==> config.mk <==
export PLATFORM = sky130hd
export DESIGN_NAME = sockit_spi_cdc_arb
export DESIGN_NICKNAME = d
export VERILOG_FILES = /design/src/rtl/sockit_spi_cdc_arb.sv
export SDC_FILE = /design/constraint.sdc
export NUM_CORES = 1
export LEC_CHECK = 0
export BUFFER_PORTS_ARGS = -buffer_cell sky130_fd_sc_hd__buf_2
export CAP_MARGIN = 20
export CORE_UTILIZATION = 30
export DETAILED_ROUTE_END_ITERATION = 7
export PLACE_DENSITY = 0.79
export SKIP_CTS_REPAIR_TIMING = 1
export SYNTH_ARGS = -nofsm -noshare
export SYNTH_HDL_FRONTEND = slang
export SYNTH_SLANG_ARGS = --single-unit
==> constraint.sdc <==
create_clock -name cdi_clk -period 1.41 [get_ports cdi_clk]
set_input_delay 0.0705 -clock cdi_clk [delete_from_list [all_inputs] [get_ports cdi_clk]]
set_output_delay 0.0705 -clock cdi_clk [all_outputs]
set_load 0.01 [all_outputs]
==> src/rtl/sockit_spi_cdc_arb.sv <==
// rtl/sockit_spi_cdc_arb.sv - round-robin packet arbiter and clear sequencer for the CDC FIFO write port
// One owner at a time streams its packet straight through to the FIFO; clears only land between packets.
module sockit_spi_cdc_arb #(
    parameter int RN = 2,
    parameter int DW = 32,
    localparam int IW = (RN > 1) ? $clog2(RN) : 1
) (
    input  logic                 cdi_clk,
    input  logic                 cdi_rst,
    input  logic [RN*DW-1:0]     req_dat,
    input  logic [RN-1:0]        req_lst,
    input  logic [RN-1:0]        req_vld,
    output logic [RN-1:0]        req_rdy,
    input  logic                 flush,
    output logic                 flush_ack,
    output logic [RN-1:0]        gnt,
    output logic                 busy,
    output logic [IW+DW-1:0]     cdi_dat,
    output logic                 cdi_vld,
    input  logic                 cdi_rdy,
    output logic                 cdi_clr
);

    typedef enum logic [1:0] {
        IDLE  = 2'd0,
        BURST = 2'd1,
        FLUSH = 2'd2
    } state_t;

    state_t          state_q, state_d;
    logic [RN-1:0]   gnt_q, gnt_d;
    logic [IW-1:0]   ptr_q, ptr_d;
    logic            flush_pnd_q, flush_pnd_d;
    logic            cdi_clr_q, cdi_clr_d;
    logic            flush_ack_q, flush_ack_d;

    logic            found;
    logic [IW-1:0]   sel;
    logic [IW-1:0]   cand;
    logic            beat;

    // ptr holds the last winner, so the search starts one past it and wraps modulo RN.
    always_comb begin
        found = 1'b0;
        sel   = '0;
        cand  = '0;
        for (int k = 1; k <= RN; k++) begin
            cand = IW'((int'(ptr_q) + k) % RN);
            if (!found && req_vld[cand]) begin
                found = 1'b1;
                sel   = cand;
            end
        end
    end

    // While in BURST, ptr_q is the owner index.
    assign beat = (state_q == BURST) && req_vld[ptr_q] && cdi_rdy;

    always_comb begin
        state_d     = state_q;
        gnt_d       = gnt_q;
        ptr_d       = ptr_q;
        flush_pnd_d = flush_pnd_q | flush;
        cdi_clr_d   = 1'b0;
        flush_ack_d = 1'b0;
        case (state_q)
            IDLE: begin
                if (flush_pnd_q) begin
                    state_d     = FLUSH;
                    flush_pnd_d = flush;
                    cdi_clr_d   = 1'b1;
                    flush_ack_d = 1'b1;
                end else if (found) begin
                    state_d = BURST;
                    gnt_d   = {{(RN-1){1'b0}}, 1'b1} << sel;
                    ptr_d   = sel;
                end
            end
            BURST: begin
                if (beat && req_lst[ptr_q]) begin
                    state_d = IDLE;
                    gnt_d   = '0;
                end
            end
            FLUSH: begin
                state_d = IDLE;
            end
            default: begin
                state_d = IDLE;
                gnt_d   = '0;
            end
        endcase
    end

    always_ff @(posedge cdi_clk or posedge cdi_rst) begin
        if (cdi_rst) begin
            state_q     <= IDLE;
            gnt_q       <= '0;
            ptr_q       <= IW'(RN - 1);
            flush_pnd_q <= 1'b0;
            cdi_clr_q   <= 1'b0;
            flush_ack_q <= 1'b0;
        end else begin
            state_q     <= state_d;
            gnt_q       <= gnt_d;
            ptr_q       <= ptr_d;
            flush_pnd_q <= flush_pnd_d;
            cdi_clr_q   <= cdi_clr_d;
            flush_ack_q <= flush_ack_d;
        end
    end

    assign gnt       = gnt_q;
    assign cdi_clr   = cdi_clr_q;
    assign flush_ack = flush_ack_q;
    assign busy      = (state_q != IDLE);
    assign cdi_vld   = (state_q == BURST) && req_vld[ptr_q];
    assign req_rdy   = (state_q == BURST) ? (gnt_q & {RN{cdi_rdy}}) : '0;
    assign cdi_dat   = {ptr_q, req_dat[int'(ptr_q)*DW +: DW]};

endmodule

==> metrics.md, run 1 <==
| Metric | Value |
|---|---|
| Crit path buf inv count | 2 |
| First-pass GRT wire length | 3320 um |
| CP max-delay cell | dfstp_2 |
| Met3 routed WL | 258 um |
| Via count | 1,048 |
| Dpl cells | 214 |
| Area of the multi-input gates | 582 sq um |
| CTS root buf | clkbuf_4 |
| Crit-path max cell delay | 0.58 ns |
| CTS Buf Count | 3 |
| Synth Flop Type | dfrtp_1 |
| R2r startpoint | ptr_q |
| Crit start category | flip-flop |
| FF/Latch Area | 176 sq um |
| Skew final | 0.00347 ns |
| Top routing layer in use | met4 |
| Switching Share | 38.6% |
| Hold crit path type | in2reg |
| Initial Util | 32.1% |
| Pint | 1.56 mW |
| Post-synth cell types | 26 |
| GP Congestion | 0.802 |
| Maximum fanout along the worst path | 20 |
| Port bufs | 112 |
| Reg2reg setup slack | 0.08 ns |
| Fin crit share | 112% |
| Residual DRC | 0 |
| Vias per cell | 4.74 |
| Minimum clock period | 1.58 ns |
| Site row count | 18 |
| Mapped cell area | 810 sq um |
| RSZ-0062 raised after global routing | yes |
| Seq/Total Area, Yosys | 21.8% |
| Synthesized area per cell | 10.7 sq um |
| Antenna fix cells | 0 |
| FFs w/ async S/R, synth | 100% |
| Cell taking the most area after synthesis | mux2_2 |
| Final net count | 264 |
| Clk pwr share | 7.6% |
| Final hold vios | 0 |
| Hold Crit Depth | 2 |
| Leakage | 0.891 nW |
| Worst-Margin Slew | 0.274 ns |
| Max_cap viols | 0 |
| CP endpoint kind | output port |
| Worst-Skew Late Latency | 0.26 ns |
| DRT met1 WL | 976 um |
| Synth Warn # | 0 |
| Gate Count Post-Synth | 76 |
| Critical-path cell list | buf_12 -> mux2_2 -> buf_2 |
| Register share of total power | 15.4% |
| Maximum clock path buffer count | 2 |
| Sink Count | 7 |
| Worst R2R End | gnt[1] |
| Largest net degree at the start of global routing | 21 |
| Min Hold Slack | 0.0425 ns |
| Syn_nets | 148 |
| TNS Setup | -4.32 ns |
| Maximum vdd ir drop | 0.956 mV |
| Failing checks | negative setup slack |
| Number of global-route vias before repair | 801 |
| Die H | 53.9 um |
| # IOs | 113 |
| Number of synthesized flops with an enable pin | 0 |
| Status | complete, but fails checks |
| Largest delay share family, worst path | flip-flops |
| Final ANT Viol Nets | 0 |
| GR Overflow Total | 0 |
| Worst Setup SP | ptr_q |
| # setup viols final | 33 |
| Initial antenna violation count | 0 |
| PD cells | 1610 nW/um^2 |
| # H-tree levels | 1 |
| Reg clk slew, reported paths | 0.05 ns |
| Post-route worst setup slack | -0.172 ns |
| WL final | 2940 um |
| Fin util | 62.7% |
| Fmax | 632 MHz |
| Die width | 53.9 um |
| Critical Path RT | 1.34 ns |
| Slew HR | 81.4% |
| Critical Path Stages | 3 |
| Core Region | 2520 sq um |
| Post-DR wirelength/cell | 13.3 um |
| DP HPWL | 2260 um |
| Syn-to-layout area delta | 95.5% |
| Final slew viol count | 0 |
| Crit path to | cdi_dat[23] |
| TritonRoute pass-1 iters | 4 |
| Non-filler instance count after layout | 221 |
| Wire length on met2 | 1660 um |
| Yosys top cell area share | 34.8% |
| Tot GR Track Use | 15.6% |
| Type of the worst setup path | reg2out |
| R2R cell count | 5 |
| Die ar. | 2910 sq um |
| Logic pwr share | 77.0% |
| Critical path arrival | 1.51 ns |
| Number of DRC markers in iteration 0 | 13 |
| CTS tree | built |
| Seq cells post-synth | 7 |
| Psw | 0.983 mW |
| Share of cells above drive strength 1 | 81.7% |
| Fill count | 229 |
| Synth area leaders | mux2_2 35%, dfrtp_1 19%, mux2_4 13% |
## cell usage in the layout (no fill, tap or decap)
| cell | netlist | routed |
|---|---|---|
| nand2b_1 | 1 | 1 |
| mux2_4 | 7 | 13 |
| dfrtp_1 | 6 | 6 |
| o311ai_1 | 2 | 2 |
| buf_12 | 0 | 2 |
| o31ai_2 | 1 | 1 |
| or2_1 | 1 | 1 |
| nor3_2 | 1 | 1 |
| nor2_1 | 3 | 3 |
| nor3_1 | 1 | 1 |
| nand4b_1 | 1 | 1 |
| buf_6 | 3 | 18 |
| nand2_1 | 1 | 1 |
| clkbuf_1 | 0 | 1 |
| buf_2 | 2 | 95 |
| a21o_2 | 1 | 1 |
| and2b_2 | 1 | 1 |
| buf_4 | 2 | 1 |
| inv_1 | 4 | 4 |
| nand3_1 | 3 | 3 |
| and3_1 | 2 | 2 |
| mux2_2 | 25 | 19 |
| nor2b_1 | 1 | 1 |
| dfstp_2 | 1 | 1 |
| a21oi_1 | 1 | 1 |
| nand4_1 | 3 | 3 |
| dlygate4sd3_1 | 0 | 2 |
| clkbuf_4 | 0 | 3 |
| a31oi_1 | 1 | 1 |
| mux2i_1 | 1 | 1 |
## power groups by stage
| stage | Clock (mW) | Combinational (mW) | Sequential (mW) |
|---|---|---|---|
| 4_1_cts | 0.202 | 1.67 | 0.392 |
| 6_report | 0.194 | 1.96 | 0.392 |
| 2_1_floorplan | 0 | 1.15 | 0.383 |
| 3_5_place_dp | 0 | 1.66 | 0.394 |
| 3_3_place_gp | 0 | 1.64 | 0.390 |
| 5_1_grt | 0.211 | 2.11 | 0.405 |
## Yosys cell counts (2+ instances only)
master,instances
buf_4,2
nand3_1,3
buf_2,2
nand4_1,3
o311ai_1,2
dfrtp_1,6
nor2_1,3
buf_6,3
and3_1,2
mux2_4,7
mux2_2,25
inv_1,4
## cell families after synthesis
logic type / synth area share [%]
multiplexers: 49.0
AO/OA/AOI/OAI: 6.18
flip-flops: 21.8
AND/OR/NAND/NOR: 13.9
buffers and inverters: 9.12
## metal layers
layer / vias up / global-route usage (%)
li1: 510 / -
met1: 476 / 16.8
met2: 57 / 29.2
met3: 5 / 1.69
met4: 0 / 7.89
met5: - / 0
## layout make-up
type | instances | share of cell area [%]
well taps | 30 | 2.37
inverters | 4 | 0.949
repair buffers | 118 | 47.1
clock buffers | 4 | 1.66
multi-input cells | 58 | 36.8
flip-flops and latches | 7 | 11.1
## registers in the layout, summed over array words and instances, names as in the netlist
signal       cells
state_q          2
ptr_q            1
flush_pnd_q      1
gnt              2
flush_ack        1
## worst min-delay path by stage
stage	from	end	slack, ns
2_1_floorplan	cdi_rst	flush_ack	-0.13
3_3_place_gp	cdi_rst	gnt[1]	0.01
3_5_place_dp	cdi_rst	gnt[1]	0.01
4_1_cts	cdi_rst	flush_pnd_q	-0.27
5_1_grt	req_vld[0]	ptr_q	0.06
6_report	req_vld[0]	ptr_q	0.04
## worst reg2reg max path, stage by stage, from the launching register on
cell,delay (ns)
dfstp_2,0.58
buf_4,0.13
buf_6,0.11
nand4_1,0.14
nand4_1,0.13
o311ai_1,0.11
## metrics by stage
step                setup slack, ns  cell area [sq um]  power, mW
floorplan                     0.215                810       1.53
global placement              0.124               1400       2.03
detailed placement            0.112               1400       2.06
CTS                          -0.182               1420       2.26
global route                 -0.224               1580       2.72
finish                       -0.172               1580       2.55
Note: power is estimated with default switching activity, not from simulation.
==> inputs of run 2 (changes only) <==
--- a/config.mk
+++ b/config.mk
@@ -9,7 +9,8 @@
 export CAP_MARGIN = 20
 export CORE_UTILIZATION = 30
 export DETAILED_ROUTE_END_ITERATION = 7
-export PLACE_DENSITY = 0.79
+export GPL_TIMING_DRIVEN = 1
+export PLACE_DENSITY = 0.87
 export SKIP_CTS_REPAIR_TIMING = 1
 export SYNTH_ARGS = -nofsm -noshare
 export SYNTH_HDL_FRONTEND = slang
==> run 2 against run 1 <==
Effect of this change: the flow still finishes with violations (negative setup slack); sequential power about the same; final area shrank 0.40%; total power decreased by 0.86%; maximum frequency about the same; clock-buffer cell count stayed put; register-to-register slack improved by 0.06 ns; combinational power barely moved; cell count shrank 0.90%; critical path type unchanged; largest power group unchanged.
==> metrics.md, run 2 (synthesis results as in run 1) <==
| Metric | Value |
|---|---|
| Final hold vios | 0 |
| PD cells | 1600 nW/um^2 |
| Slew HR | 81.4% |
| Vias per cell | 4.74 |
| Die H | 53.9 um |
| Syn-to-layout area delta | 94.7% |
| Dpl cells | 213 |
| CTS root buf | clkbuf_4 |
| Crit-path max cell delay | 0.58 ns |
| Initial Util | 32.1% |
| TNS Setup | -4.34 ns |
| Max_cap viols | 0 |
| Commonest non-fill, non-tap cell in the layout | buf_2 |
| Post-DR wirelength/cell | 13.6 um |
| Post-route worst setup slack | -0.170 ns |
| Leakage | 0.900 nW |
| Setup WS pre-CTS | 0.0988 ns |
| Min Hold Slack | 0.0488 ns |
| CP max-delay cell | dfstp_2 |
| Critical path arrival | 1.51 ns |
| Most frequent cells in the layout | 96 x buf_2, 18 x mux2_4, 16 x buf_6 |
| Hold crit path type | in2reg |
| Core Region | 2520 sq um |
| Maximum fanout along the worst path | 20 |
| Port bufs | 112 |
| Type of the worst setup path | reg2out |
| Number of global-route vias before repair | 913 |
| Largest net degree at the start of global routing | 21 |
| # H-tree levels | 1 |
| Antenna fix cells | 0 |
| Via count | 1,039 |
| DP HPWL | 2330 um |
| Initial antenna violation count | 0 |
| First-pass GRT wire length | 3570 um |
| Failing checks | negative setup slack |
| Maximum vdd ir drop | 1.10 mV |
| Final net count | 262 |
| Final ANT Viol Nets | 0 |
| WL final | 2970 um |
| Residual DRC | 0 |
| Maximum clock path buffer count | 2 |
| Fin crit share | 112% |
| Share of cells above drive strength 1 | 81.5% |
| # IOs | 113 |
| Worst-Skew Late Latency | 0.26 ns |
| Status | complete, but fails checks |
| Critical Path RT | 1.34 ns |
| Fmax | 633 MHz |
| CTS tree | built |
| Reg2reg setup slack | 0.14 ns |
| CP endpoint kind | output port |
| RSZ-0062 raised after global routing | yes |
| GP Congestion | 0.745 |
| Final slew viol count | 0 |
| Reg clk slew, reported paths | 0.05 ns |
| Number of DRC markers in iteration 0 | 17 |
| Die ar. | 2910 sq um |
| Minimum clock period | 1.58 ns |
| Critical-path cell list | buf_12 -> mux2_2 -> buf_2 |
| CTS Buf Count | 3 |
| Sink Count | 7 |
| Die width | 53.9 um |
| Skew final | 0.00110 ns |
| Crit start category | flip-flop |
| Tot GR Track Use | 17.0% |
| # setup viols final | 33 |
| Non-filler instance count after layout | 219 |
| Site row count | 18 |
| Worst-Margin Slew | 0.275 ns |
| TritonRoute pass-1 iters | 4 |
| GR Overflow Total | 0 |
==> run 2: path summary, 6_finish.rpt <==
path	end	cells past startpoint	from
max in group asynchronous	ptr_q	3	cdi_rst
worst min-delay path	ptr_q	2	req_vld[0]
min in group asynchronous	state_q[0]	3	cdi_rst
worst max-delay path	cdi_dat[7]	3	ptr_q
worst max register to register	gnt[0]	4	ptr_q
worst min register to register	state_q[0]	1	flush_pnd_q
==> run 2: worst max-delay path: cells and delay by family (launching register included) <==
kind | cells | cell delay [ns]
flip-flops | 1 | 0.58
multiplexers | 1 | 0.35
buffers and inverters | 2 | 0.32
==> run 2: report_power, final <==
part | leakage (nW) | total (mW) | internal, mW | switching, mW
registers | 0.0853 | 0.394 | 0.296 | 0.0983
clock network | 0.0150 | 0.191 | 0.109 | 0.0821
logic | 0.800 | 1.94 | 1.13 | 0.807
total | 0.900 | 2.53 | 1.54 | 0.987
==> run 2: per-stage QoR <==
stage | instance area (sq um) | utilization, % | total power, mW
5_1_grt | 1580 | 62.5 | 2.68
6_report | 1580 | 62.5 | 2.53
3_5_place_dp | 1390 | 55.1 | 2.04
4_1_cts | 1420 | 56.1 | 2.25
2_1_floorplan | 810 | - | 1.53
3_3_place_gp | 1390 | 55.1 | 2.01
==> run 2: per-layer routing <==
metal | track usage [%] | part of all wire [%] | vias up
met5 | 0 | 0 | -
met4 | 7.89 | 1.0 | 0
met3 | 2.26 | 6.2 | 4
met2 | 32.9 | 57 | 54
met1 | 17.5 | 35 | 477
li1 | - | - | 504
==> run 2: cell type report <==
class                      instances  area [sq um]
tap                               30          37.5
timing repair buffer             116           721
inverter                           4          15.0
clock buffer                       4          26.3
sequential                         7           176
fill                             216           946
multi-input combinational         58           601
